[src/rtl/mux16_scan_seq.sv]
// mux16_scan_seq: handshaked word-to-serial sequencer driving mux16to1 data/select; define MUX16_SCAN_MSB_FIRST_EN for MSB-first order.
module mux16_scan_seq #(
  parameter int WIDTH = 16,
  parameter int SEL_W = 4
) (
  input  logic             clk,
  input  logic             rst,
  input  logic [WIDTH-1:0] word_in,
  input  logic             word_valid,
  output logic             word_ready,
  output logic [WIDTH-1:0] mux_in,
  output logic [SEL_W-1:0] mux_sel,
  input  logic             mux_out,
  output logic             ser_bit,
  output logic             ser_valid,
  input  logic             ser_ready,
  output logic             ser_last,
  output logic             done,
  output logic             busy
);
  typedef enum logic {IDLE, SCAN} state_t;
`ifdef MUX16_SCAN_MSB_FIRST_EN
  localparam logic [SEL_W-1:0] START = SEL_W'(WIDTH - 1);
  localparam logic [SEL_W-1:0] FINAL = '0;
`else
  localparam logic [SEL_W-1:0] START = '0;
  localparam logic [SEL_W-1:0] FINAL = SEL_W'(WIDTH - 1);
`endif
  state_t state_q, state_d;
  logic [WIDTH-1:0] mux_in_q, mux_in_d;
  logic [SEL_W-1:0] mux_sel_q, mux_sel_d, sel_next;
  logic ser_valid_q, ser_valid_d, done_q, done_d, busy_q, busy_d, word_ready_q, word_ready_d;
  logic accept, xfer, fin;
`ifdef MUX16_SCAN_MSB_FIRST_EN
  assign sel_next = mux_sel_q - SEL_W'(1);
`else
  assign sel_next = mux_sel_q + SEL_W'(1);
`endif
  always_comb begin
    accept       = state_q == IDLE && word_valid;
    xfer         = state_q == SCAN && ser_ready;
    fin          = xfer && mux_sel_q == FINAL;
    state_d      = accept ? SCAN : fin ? IDLE : state_q;
    mux_in_d     = accept ? word_in : mux_in_q;
    mux_sel_d    = (accept || fin) ? START : xfer ? sel_next : mux_sel_q;
    ser_valid_d  = state_d == SCAN;
    busy_d       = state_d == SCAN;
    word_ready_d = state_d == IDLE;
    done_d       = fin;
  end
  always_ff @(posedge clk or posedge rst) begin
    if (rst) begin
      state_q      <= IDLE;
      mux_in_q     <= '0;
      mux_sel_q    <= START;
      ser_valid_q  <= 1'b0;
      done_q       <= 1'b0;
      busy_q       <= 1'b0;
      word_ready_q <= 1'b1;
    end else begin
      state_q      <= state_d;
      mux_in_q     <= mux_in_d;
      mux_sel_q    <= mux_sel_d;
      ser_valid_q  <= ser_valid_d;
      done_q       <= done_d;
      busy_q       <= busy_d;
      word_ready_q <= word_ready_d;
    end
  end
  assign mux_in     = mux_in_q;
  assign mux_sel    = mux_sel_q;
  assign ser_valid  = ser_valid_q;
  assign done       = done_q;
  assign busy       = busy_q;
  assign word_ready = word_ready_q;
  assign ser_bit    = mux_out;
  assign ser_last   = state_q == SCAN && mux_sel_q == FINAL;
endmodule

[config.mk]
export PLATFORM = sky130hd
export DESIGN_NAME = mux16_scan_seq
export DESIGN_NICKNAME = d
export VERILOG_FILES = /design/src/rtl/mux16_scan_seq.sv
export SDC_FILE = /design/constraint.sdc
export NUM_CORES = 1
export LEC_CHECK = 0
export BUFFER_PORTS_ARGS = -buffer_cell sky130_fd_sc_hd__buf_4
export CAP_MARGIN = 30
export CORE_UTILIZATION = 35
export CTS_BUF_LIST = sky130_fd_sc_hd__clkbuf_2 sky130_fd_sc_hd__clkbuf_4 sky130_fd_sc_hd__clkbuf_8
export DETAILED_ROUTE_END_ITERATION = 16
export GPL_TIMING_DRIVEN = 0
export HOLD_SLACK_MARGIN = 0.02
export PLACE_DENSITY_LB_ADDON = 0.12
export SYNTH_ARGS = -nofsm -noshare
export SYNTH_HDL_FRONTEND = slang
export SYNTH_SLANG_ARGS = --single-unit
[constraint.sdc]
create_clock -name clk -period 1.35 [get_ports clk]
set_input_delay 0.2025 -clock clk [delete_from_list [all_inputs] [get_ports clk]]
set_output_delay 0.2025 -clock clk [all_outputs]
set_load 0.01 [all_outputs]
After elaboration in Yosys (flattened, before gate mapping)
Index checks and enable logic that the tools add are counted.
{ "word_totals": {"output_inout_bits": 26, "inputBits": 21, "ff_bits": 23} }
{ "classes": {"n_eq_ne": 1, "n_bitwise": 2, "n_mux": 4, "n_reduce_logical": 6, "n_addsub": 1} }
{ "ops": {"columns": ["operator", "n"], "rows": [
  ["$mux 4", 2],
  ["$add 4x1->4 const B", 1],
  ["$eq 4x4->1 const B", 1],
  ["$logic_and 1x1->1", 4],
  ["$mux 1", 2],
  ["$not 1->1", 2],
  ["$reduce_bool 2->1", 1],
  ["$logic_or 1x1->1", 1]
]} }

Longest topological paths before layout
{ "depth": {"depth_word": 5, "depth_mapped": 4} }

Worst setup path after synthesis
No wires, ideal clock.
{ "synth_timing": {"path_kind": "reg-to-reg", "from": "reg, netlist name ser_valid", "to": "reg mux_in_q[0], in the netlist mux_in[0]", "setup_time_ps": 125, "period_less_slack_ps": 1283, "path_buffers": 1, "t_arrival_ps": 1158, "path_stages_with_launch": 4, "t_required_ps": 1225, "setup_slack_ps": 67, "path_cell_list": "dfrtp_1 and2b_2 buf_6 mux2_2"} }
{ "synth_lines": {"columns": ["element", "line", "rtl"], "rows": [
  ["to (signal assigned)", "62", "mux_in_q <= mux_in_d;"],
  ["to (decl)", "30", "logic [WIDTH-1:0] mux_in_q, mux_in_d;"]
]} }

Worst setup path after layout
{ "layout_timing": {"from": "reg mux_sel_q[0], in the netlist mux_sel[0]", "to": "out ser_last"} }
{ "layout_via": {"elab_chain_len": 2} }
{ "layout_lines": {"columns": ["element", "line", "rtl"], "rows": [
  ["from (decl)", "31", "logic [SEL_W-1:0] mux_sel_q, mux_sel_d, sel_next;"],
  ["from (signal assigned)", "63", "mux_sel_q <= mux_sel_d;"],
  ["$eq 4x4->1", "77", "assign ser_last = state_q == SCAN && mux_sel_q == FINAL;"],
  ["$logic_and 1x1->1", "77", null],
  ["to (decl)", "17", "output logic ser_last,"]
]} }
Every way passes these cells.

==> results.yml <==
setup_path:
  path_delay_family: "flip-flops"
  crit_required_ns: 1.15
  endpoint_kind: "output port"
  cp_max_fo: 2
  crit_path_start_kind: "flip-flop"
  crit_slowest_cell: "dfrtp_1"
  crit_arrival_ns: 1.14
  crit_path_max_incr_delay_ns: 0.38
  crit_chain: "ha_2 -> nand3_2 -> nor2_1 -> buf_4"
  crit_buf_inv: 1
  critPathKind: "reg2out"
synth:
  synth.avg_cell_area_sq_um: 14.4
  synth_area_sq_um: 922
  syn-num-nets: 86
  ys_types: 18
  ys_warn_count: 0
  ys_ff_latch: 23
  syn-instance-count: 64
  ys_seq_area_share_pct: 62.6
drt:
  wirelength_um: 1930
  drt-pass1-iter-count: 2
  avgViaCountPerCell: 4.61
  vias: 692
  drc: 0
  drt_iter0_drc: 6
  postRouteAntennaNets: 0
  wl_per_cell_um: 12.9
timing:
  finalHoldViolCount: 0
  min_period_ns: 1.35
  fmax_ghz: 0.742
  finalClockSkew_ns: 0.00156
  worst_slew_pin_slew_ns: 0.852
  finalSetupViolCount: 0
  post-route-period-util_pct: 99.8
  fin_tns_setup_ns: 0
  whs_ns: 0.0675
  relSlewSlack_pct: 43.2
  slew_violations: 0
  rsz0062_at_grt: "true"
grt:
  antenna_found_initial: 0
  grt_pass1_vias: 612
  grt_max_degree: 24
  gr-total-overflow: 0
  grt_use_total_pct: 12.8
  grt_first_pass_wirelength_um: 2570
clocking:
  cts.clk_slew.worst_paths_ns: 0.12
  cts_buffer_depth: 2
  clkLatencyLatePin_ns: 0.30
  cts_tree: "built"
  cts_sinks: 23
  cts_root_buf: "clkbuf_4"
  numCtsBuffers: 3
  htreeDepth: 1
floorplanning:
  fp.dieW_um: 53.3
  rows: 18
  core_sq_um: 2480
  dieArea_sq_um: 2840
  initial_core_util_pct: 37.2
  io_pins: 47
  die-height_um: 53.3
final_layout:
  drive_above_1_share_pct: 68.3
  final_nets: 143
  layout_commonest_cell: "buf_4"
  final_area_sq_um: 1510
  diodes: 0
  syn_to_final_growth_pct: 63.2
  final_cell_mix: "50 x buf_4, 21 x dfrtp_1, 15 x mux2_4"
  final_util_pct: 60.8
run:
  drv_cap: 0
power:
  ir_drop_v: 0.00115
  p_switching_uw: 889
  powerDensity_nw_per_um2: 1940
  clock_power_share_pct: 11.3
  combPwrFrac_pct: 48.5
  p_leak_nw: 0.759
  p_sw_share_pct: 30.4
  internal_power_mw: 2.04
  seqPwrFrac_pct: 40.3
outcome:
  outcome: "finished clean"
placement:
  dpl_cell_area_sq_um: 1300
  dp_hpwl_um: 1220
  gp_congestion: 0.638
  port_buffers: 45
min_path:
  hold_path.class: "in2async"
==> final cells by class <==
cell class,count,area [sq um]
Buffer,4,45.0
Tap cell,30,37.5
Fill cell,216,972
Multi-Input combinational cell,34,362
Sequential cell,23,578
Inverter,3,11.3
Timing Repair Buffer,52,442
Clock buffer,4,30.0
==> final timing paths <==
path	depth (start not counted)	start	endpoint	slack, ns
worst max-delay path	4	mux_sel[0]$_DFFE_PP0P_	ser_last	0.003
worst min-delay path	2	rst	mux_in[4]$_DFFE_PP0P_	0.07
worst max register to register	3	ser_valid$_DFF_PP0_	mux_in[6]$_DFFE_PP0P_	0.01
worst min register to register	1	mux_in[12]$_DFFE_PP0P_	mux_in[12]$_DFFE_PP0P_	0.53
max in group asynchronous	2	rst	ser_valid$_DFF_PP0_	0.71
min in group clk	2	word_valid	word_ready$_DFF_PP1_	0.07
==> layer usage <==
| layer | vias up | track usage, % | part of all wire, % |
|---|---|---|---|
| met5 | - | 0 | 0 |
| met4 | 0 | 5.26 | 0.78 |
| met3 | 2 | 2.59 | 4.7 |
| met2 | 24 | 20.2 | 50 |
| met1 | 335 | 16.9 | 45 |
| li1 | 331 | - | - |
==> flip-flops by register name, indices dropped and copies added (netlist names) <==
name / count
mux_in: 16
mux_sel: 4
done: 1
ser_valid: 1
word_ready: 1
==> cell usage after synthesis <==
library cell,instances,share of area [%]
buf_4,2,1.6
nand3_1,3,1.6
o22ai_1,1,0.68
or3_1,1,0.68
dfstp_2,1,2.8
mux2_2,16,20
nand2_2,1,0.68
inv_1,3,1.2
xor2_1,2,1.9
buf_6,2,2.4
nor3_1,2,1.1
mux2i_1,1,1.1
a211oi_1,1,0.81
nor2_1,3,1.2
ha_1,1,1.4
o21ai_0,1,0.54
dfrtp_1,22,60
and2b_2,1,0.95
==> kinds of logic after synthesis <==
kind of cell	after synthesis	synth area share (%)
buffers and inverters	7	5.29
flip-flops	23	62.6
XOR/XNOR	2	1.90
AND/OR/NAND/NOR	11	6.24
adder cells (fa/ha/maj)	1	1.36
multiplexers	17	20.6
AO/OA/AOI/OAI	3	2.04
==> per-stage QoR <==
stage          instances  total power [mW]  worst slack (ns)
4_1_cts              146              2.75           -0.0394
3_5_place_dp         139              2.35           0.00419
5_1_grt              150              3.15           -0.0854
3_3_place_gp         139              2.32            0.0348
6_report             150              2.93           0.00286
2_1_floorplan         64              1.74            0.0671
==> power groups by stage <==
stage          registers, mW  clock network (mW)  logic, mW
2_1_floorplan           1.33                   0      0.409
3_3_place_gp            1.19                   0       1.13
3_5_place_dp            1.20                   0       1.14
4_1_cts                 1.18               0.346       1.23
5_1_grt                 1.22               0.373       1.55
6_report                1.18               0.330       1.42
==> what timing repair did <==
action,4_1_cts,5_1_grt
pin swaps,2,1
buffers inserted,3,2
gates cloned,0,2
resized for setup,3,19
endpoints found under the setup margin,12,14
hold buffers,0,0
Power figures use the tool's default switching activity.
